--- src/rtl/multiplicador_seq.sv ---
// Sequential shift-and-add unsigned multiplier: n iterations through one shared n-bit adder,
// with a registered 2n-bit product and busy/done handshake flags.

module SumaNBit #(
  parameter int unsigned n = 4
) (
  input  logic [n-1:0] A,
  input  logic [n-1:0] B,
  output logic [n-1:0] Sum,
  output logic         Cout
);

  // Ripple-carry chain kept inside one process so the carry vector has no feedback loop.
  always_comb begin
    logic [n:0] carry;
    carry    = '0;
    Sum      = '0;
    for (int i = 0; i < int'(n); i++) begin
      Sum[i]     = A[i] ^ B[i] ^ carry[i];
      carry[i+1] = (A[i] & B[i]) | (A[i] & carry[i]) | (B[i] & carry[i]);
    end
    Cout = carry[n];
  end

endmodule

module multiplicador_seq #(
  parameter int unsigned n = 4
) (
  input  logic           clk,
  input  logic           rst_n,
  input  logic           start,
  input  logic [n-1:0]   A,
  input  logic [n-1:0]   B,
  output logic [2*n-1:0] Prod,
  output logic           busy,
  output logic           done
);

  localparam int unsigned CntW = $clog2(n + 1);
  localparam logic [CntW-1:0] LastCnt = CntW'(n - 1);

  localparam logic [1:0] StIdle = 2'd0;
  localparam logic [1:0] StCalc = 2'd1;
  localparam logic [1:0] StDone = 2'd2;

  logic [1:0]      state_q, state_d;
  logic [n-1:0]    mcand_q, mcand_d;
  logic [n-1:0]    acc_hi_q, acc_hi_d;
  logic [n-1:0]    acc_lo_q, acc_lo_d;
  logic [CntW-1:0] cnt_q, cnt_d;
  logic [2*n-1:0]  prod_q, prod_d;
  logic            busy_q, busy_d;
  logic            done_q, done_d;

  logic [n-1:0]    add_sum;
  logic            add_cout;
  logic [n-1:0]    step_sum;
  logic            step_c;
  logic [2*n-1:0]  step_acc;

  SumaNBit #(.n(n)) u_add (
    .A    (acc_hi_q),
    .B    (mcand_q),
    .Sum  (add_sum),
    .Cout (add_cout)
  );

  // The adder carry becomes the new top bit of the shifted accumulator.
  always_comb begin
    if (acc_lo_q[0]) begin
      step_c   = add_cout;
      step_sum = add_sum;
    end else begin
      step_c   = 1'b0;
      step_sum = acc_hi_q;
    end
    step_acc = {step_c, step_sum, acc_lo_q[n-1:1]};
  end

  always_comb begin
    state_d  = state_q;
    mcand_d  = mcand_q;
    acc_hi_d = acc_hi_q;
    acc_lo_d = acc_lo_q;
    cnt_d    = cnt_q;
    prod_d   = prod_q;
    case (state_q)
      StIdle: begin
        if (start) begin
          mcand_d  = A;
          acc_hi_d = '0;
          acc_lo_d = B;
          cnt_d    = '0;
          state_d  = StCalc;
        end
      end
      StCalc: begin
        {acc_hi_d, acc_lo_d} = step_acc;
        cnt_d                = cnt_q + CntW'(1);
        if (cnt_q == LastCnt) begin
          prod_d  = step_acc;
          state_d = StDone;
        end
      end
      StDone: begin
        state_d = StIdle;
      end
      default: begin
        state_d = StIdle;
      end
    endcase
    busy_d = (state_d == StCalc);
    done_d = (state_d == StDone);
  end

  always_ff @(posedge clk or negedge rst_n) begin
    if (!rst_n) begin
      state_q  <= StIdle;
      mcand_q  <= '0;
      acc_hi_q <= '0;
      acc_lo_q <= '0;
      cnt_q    <= '0;
      prod_q   <= '0;
      busy_q   <= 1'b0;
      done_q   <= 1'b0;
    end else begin
      state_q  <= state_d;
      mcand_q  <= mcand_d;
      acc_hi_q <= acc_hi_d;
      acc_lo_q <= acc_lo_d;
      cnt_q    <= cnt_d;
      prod_q   <= prod_d;
      busy_q   <= busy_d;
      done_q   <= done_d;
    end
  end

  assign Prod = prod_q;
  assign busy = busy_q;
  assign done = done_q;

endmodule

--- config.mk ---
export PLATFORM = sky130hd
export DESIGN_NAME = multiplicador_seq
export DESIGN_NICKNAME = d
export VERILOG_FILES = /design/src/rtl/multiplicador_seq.sv
export SDC_FILE = /design/constraint.sdc
export NUM_CORES = 1
export LEC_CHECK = 0
export CAP_MARGIN = 15
export CORE_MARGIN = 2
export CORE_UTILIZATION = 45
export CTS_CLUSTER_DIAMETER = 50
export CTS_CLUSTER_SIZE = 12
export DETAILED_ROUTE_END_ITERATION = 6
export PLACE_DENSITY_LB_ADDON = 0.08
export SETUP_SLACK_MARGIN = 0.05
export SYNTH_ARGS = -nofsm -noshare
export SYNTH_HDL_FRONTEND = slang
export SYNTH_HIERARCHICAL = 1
export SYNTH_SLANG_ARGS = --single-unit
export TNS_END_PERCENT = 30
--- constraint.sdc ---
create_clock -name clk -period 4.5 [get_ports clk]
set_input_delay 0.45 -clock clk [delete_from_list [all_inputs] [get_ports clk]]
set_output_delay 0.45 -clock clk [all_outputs]
set_load 0.05 [all_outputs]
Word-level counts from Yosys, hierarchy flattened --
Cells that the tools add are included.
Word-level totals: flip-flop bits (word level) 27, bits in latches 0, bits in writable memories 0, ROM bits 0, bits of input ports 11, output and inout port bits 10, logic and storage cells 53, memories 0
Operators by class: add/subtract/negate cells 1, multipliers 0, div/mod/pow operators 0, order comparisons 0, equal/unequal tests 5, shift-type cells 0, multiplexer cells 11, bitwise logic cells 23, reduce and logical (&&, ||, !) cells 5
Operators with widths (count):
- $pmux 4 s2 | 2
- $mux 4 | 3
- $and 1x1->1 | 10
- $xor 1x1->1 | 7
- $or 1x1->1 | 6
- $pmux 3 s2 | 1
- $reduce_and 2->1 | 3
- $eq 2x1->1 const B | 2
- $mux 2 | 2
- $pmux 2 s2 | 1
- $add 3x1->3 const B | 1
- $eq 3x2->1 const B | 1
- $mux 3 | 1
- $eq 2x2->1 const B | 1
- $logic_not 2->1 | 1
- $ne 2x2->1 const B | 1
- $reduce_bool 2->1 | 1
- $mux 1 | 1

Depth between registers and ports, before layout --
word-level depth 12, gate-level depth with buffers 8, gate-level depth less buffers 8

Hierarchy --
Netlist, hierarchy kept.
Modules (own cells, without submodules):
- multiplicador_seq | times used 1, cells each 93, area an instance 1123.6 sq um, seq. area each 675.6 sq um
- SumaNBit | times used 1, cells each 9, area an instance 91.3 sq um, seq. area each 0.0 sq um

Least setup slack after synthesis --
Ideal clock, no wire load.
path type register to register, from register acc_hi_q[0], to register prod_q[6], in the netlist Prod[6], library setup time 83 ps, data arrival time 1998 ps, data required time 4417 ps, path slack 2420 ps, cell stages (with the launch flop) 9, buffers on the path 0, clock period less this slack 2080 ps, cell sequence dfrtp_1 > ha_1 > fa_1 > fa_1 > inv_1 > fa_1 > inv_1 > mux2i_1 > o21ai_0
Between the ends: word-level cells in the longest chain between the ends 9, elaborated cells between the ends (all ways) 11, classes of those cells mux: 1; bitwise: 10
Ends and longest elaborated chain:
- start: declaration | line 49 | logic [n-1:0] acc_hi_q, acc_hi_d;
- start signal: assignment | line 130 | acc_hi_q <= acc_hi_d;
- $and 1x1->1 (*) | line 20 | carry[i+1] = (A[i] & B[i]) | (A[i] & carry[i]) | (B[i] & carry[i]);
- $and 1x1->1 | line 20
- $or 1x1->1 | line 20
- $or 1x1->1 (*) | line 20
- $and 1x1->1 | line 20
- $or 1x1->1 | line 20
- $or 1x1->1 (*) | line 20
- $xor 1x1->1 (*) | line 19 | Sum[i] = A[i] ^ B[i] ^ carry[i];
- net add_sum[3] | line 56 | logic [n-1:0] add_sum;
- $mux 4 (*) | line 71 | if (acc_lo_q[0]) begin
- end signal: assignment | line 133 | prod_q <= prod_d;
- end: declaration | line 52 | logic [2*n-1:0] prod_q, prod_d;
The timed path passes the listed nets; every way through them passes the cells marked *. A chain may end at the register's enable or synchronous reset.

Worst setup path in the final report --
from register acc_hi_q[0], to register acc_hi_q[2]
Between the ends: word-level cells in the longest chain between the ends 10, elaborated cells between the ends (all ways) 12, classes of those cells mux: 2; bitwise: 10
Ends and longest elaborated chain:
- $and 1x1->1 (*) | line 20
- $and 1x1->1 | line 20
- $or 1x1->1 | line 20
- $or 1x1->1 (*) | line 20
- $and 1x1->1 | line 20
- $or 1x1->1 | line 20
- $or 1x1->1 (*) | line 20
- $xor 1x1->1 (*) | line 19
- net add_sum[3] | line 56
- $mux 4 (*) | line 71
- $pmux 4 s2 (*) | line 88 | case (state_q)
Marked as above.

==> results.yml <==
route:
  drtIter0Drc: 16
  first_pass_iters: 4
  ant_nets: 0
  vias: 799
  routedWlPerCell_um: 13.45
  drt_wl_total_um: 2058
  vias_per_cell: 5.222
  drcViolationCount: 0
pwr:
  p_sw_share_pct: 43.72
  p_clk_share_pct: 9.5
  pwr_density_cell_mw_per_mm2: 749.8
  switchingPower_mw: 0.4799
  p_comb_share_pct: 50.3
  vdd_drop_max_mv: 0.3716
  p_leak_nw: 0.6693
  seqPwrFrac_pct: 40.2
  p_int_mw: 0.6177
  p_total_mw: 1.098
synth:
  syn-cell-area_mm2: 0.001215
  synth_top_family_by_area: "compound AO/OA/AOI/OAI gates"
  synth_xor_area_share_pct: 0
  syn_nets: 119
  ys_ff_latch: 27
  ys_seq_area_share_pct: 55.61
  synthSimpleGateAreaFrac_pct: 8.548
  synth_adder_area_share_pct: 8.033
  synth_mux_area_share_pct: 9.784
  synth_compound_area_share_pct: 13.08
  avgSynthCellArea_um2: 11.91
  yosysWarnings: 6
  synth_cells: 102
  ys_types: 21
sta:
  fin_crit_ns: 2.196
  fin_skew_ns: 0.002060
  slew_viol_final: 0
  setup_viol: 0
  finalHoldViolCount: 0
  min_period_over_period_pct: 48.80
  setup_ws_ns: 2.304
  fmax_ghz: 0.4553
  whs_ns: 0.4708
  rsz0062_at_grt: "no"
  slew-limit-headroom_pct: 66.54
  tightest_slew_ns: 0.5003
  timing.setup.tns_ns: 0
critical_path:
  reg2reg_from: "acc_hi_q[0]"
  rrSetupSlack_ns: 2.30
  r2r_cells: 8
  r2r-end: "acc_hi_q[2]"
  cp-end-kind: "register"
  crit_slowest_cell: "dfrtp_1"
  arrival_ns: 2.45
  critPathMaxFanout: 3
  cp-start-kind: "register"
  path_common_cell: "fa_1"
  critPathMaxStageDelay_ns: 0.42
  cp.required_ns: 4.75
  path_cells: "ha_1, fa_1, fa_1, inv_1, fa_1, inv_1, mux2i_1, o21ai_0"
  worstSetupPathType: "reg2reg"
finish:
  regArea_um2: 675.6
  stdcell_count: 153
  fin_util_pct: 58.04
  drive_above_1_share_pct: 13.01
  fillCellCount: 235
  fin_nets: 141
  multiInputGateArea_um2: 479.2
  final_area_mm2: 0.001464
  syn_to_final_growth_pct: 20.49
  insertedDiodeCount: 0
clock_network:
  ctsHoldBuffers: 0
  cts_buffer_depth: 2
  cts-root-buf: "clkbuf_4"
  clock_latency_ns: 0.32
  cts_tree: "done"
  ctsResizeCount: 0
  cts_sinks: 27
  cts_max_level: 1
  post-cts-setup-buffers: 0
  clk_pin_slew_ns: 0.14
  numCtsBuffers: 3
floorplanning:
  core_area_mm2: 0.002522
  die_x_um: 55.96
  rows: 18
  die_h_um: 55.96
  die_area_mm2: 0.003132
  start_util_pct: 48.16
  ios: 21
job:
  drv_cap: 0
global_routing:
  grt_max_degree: 28
  grt_pass1_wl_um: 3705
  first_global_vias: 787
  gr-total-overflow: 0
  grt_usage_pct: 14.79
  antenna_found_initial: 0
place:
  dpl.hpwl_um: 1526
  dp_slack_ns: 2.319
  dpl-instance-area_mm2: 0.001438
  gp_congestion: 0.7531
  io_buffers: 20
  dp_cells: 149
outcome:
  outcome: "finished, final reports clean"
min_path:
  min_path_type: "in2async"
[logic make-up (layout without fill, tap and decap cells)]
| family | Yosys count | in the layout |
|---|---|---|
| AOI/OAI and AO/OA | 26 | 26 |
| adders and majority gates | 6 | 6 |
| and+or+nand+nor | 18 | 18 |
| DFF | 27 | 27 |
| buffers and inverters | 14 | 35 |
| muxes | 11 | 11 |
[cells in the mapped netlist]
master    count  area (um^2)
a22o_1        1        8.760
buf_2         2        10.01
a21oi_1       5        25.02
mux2i_1       4        40.04
nand2_1      12        45.04
buf_4         1        7.510
dfrtp_1      27        675.7
nor2_4        1        11.26
inv_1        10        37.54
nor2_1        2        7.510
o21bai_2      1        11.26
nand2b_4      1        13.76
o22ai_1       7        43.79
nand3b_4      1        20.02
o21ai_0      11        55.05
a221oi_2      1        15.01
fa_1          3        60.06
nand2b_1      1        6.260
ha_1          3        37.54
clkbuf_2      1        5.000
mux2_2        7        78.83
[routing by layer]
metal | wire length [um] | global-route usage [%] | vias up
met5 | 0 | 0 | -
met4 | 18 | 5.102 | 0
met3 | 121 | 2.791 | 4
met2 | 902 | 21.68 | 25
met1 | 1015 | 21.97 | 378
li1 | - | - | 392
[how the worst max path moves through the flow]
| stage | end | startpoint |
|---|---|---|
| detailed placement | acc_hi_q[2] | acc_hi_q[0] |
| global placement | Prod[6] | acc_hi_q[0] |
| finish | acc_hi_q[2] | acc_hi_q[0] |
| global route | acc_hi_q[2] | acc_hi_q[0] |
| floorplan | Prod[6] | acc_hi_q[0] |
| CTS | acc_hi_q[2] | acc_hi_q[0] |
[layout make-up]
| type | instances | share of cell area, % |
|---|---|---|
| multi-input combinational | 61 | 32.74 |
| sequential | 27 | 46.15 |
| timing repair buffer | 21 | 14.19 |
| tap | 30 | 2.564 |
| inverter | 10 | 2.564 |
| clock buffer | 4 | 1.795 |
[cells in the final DEF (no fill, tap or decap)]
cell type and n:
a22o_1 1, dfrtp_1 27, mux2i_1 4, a221oi_2 1, ha_1 3, nand2b_1 1
nor2_1 2, nand2_1 12, o21ai_0 11, mux2_2 7, clkbuf_1 1, o22ai_1 7
clkdlybuf4s50_1 20, nand2b_4 1, nor2_4 1, nand3b_4 1, buf_4 1, fa_1 3
inv_1 10, o21bai_2 1, clkbuf_4 3, a21oi_1 5
[registers in the layout (all words and copies together) (netlist names)]
| name | count |
|---|---|
| acc_hi_q | 4 |
| Prod | 8 |
| mcand_q | 4 |
| state_q | 2 |
| acc_lo_q | 4 |
| done | 1 |
| cnt_q | 3 |
| busy | 1 |
[worst max-delay path, delay by kind of cell, from the launching register on]
family                   cells  cell delay (ns)
AO/OA/AOI/OAI                1             0.15
adder cells (fa/ha/maj)      4             1.35
buffers and inverters        2             0.13
flip-flops                   1             0.42
multiplexers                 1             0.07
[power groups by stage]
stage          sequential [mW]  combinational (mW)  clock (mW)
6_report                 0.441               0.552       0.104
5_1_grt                  0.461               0.612       0.117
4_1_cts                  0.444               0.560       0.109
3_5_place_dp             0.450               0.559           0
3_3_place_gp             0.443               0.546           0
2_1_floorplan            0.545               0.308           0
(Power assumes the default switching activity.)
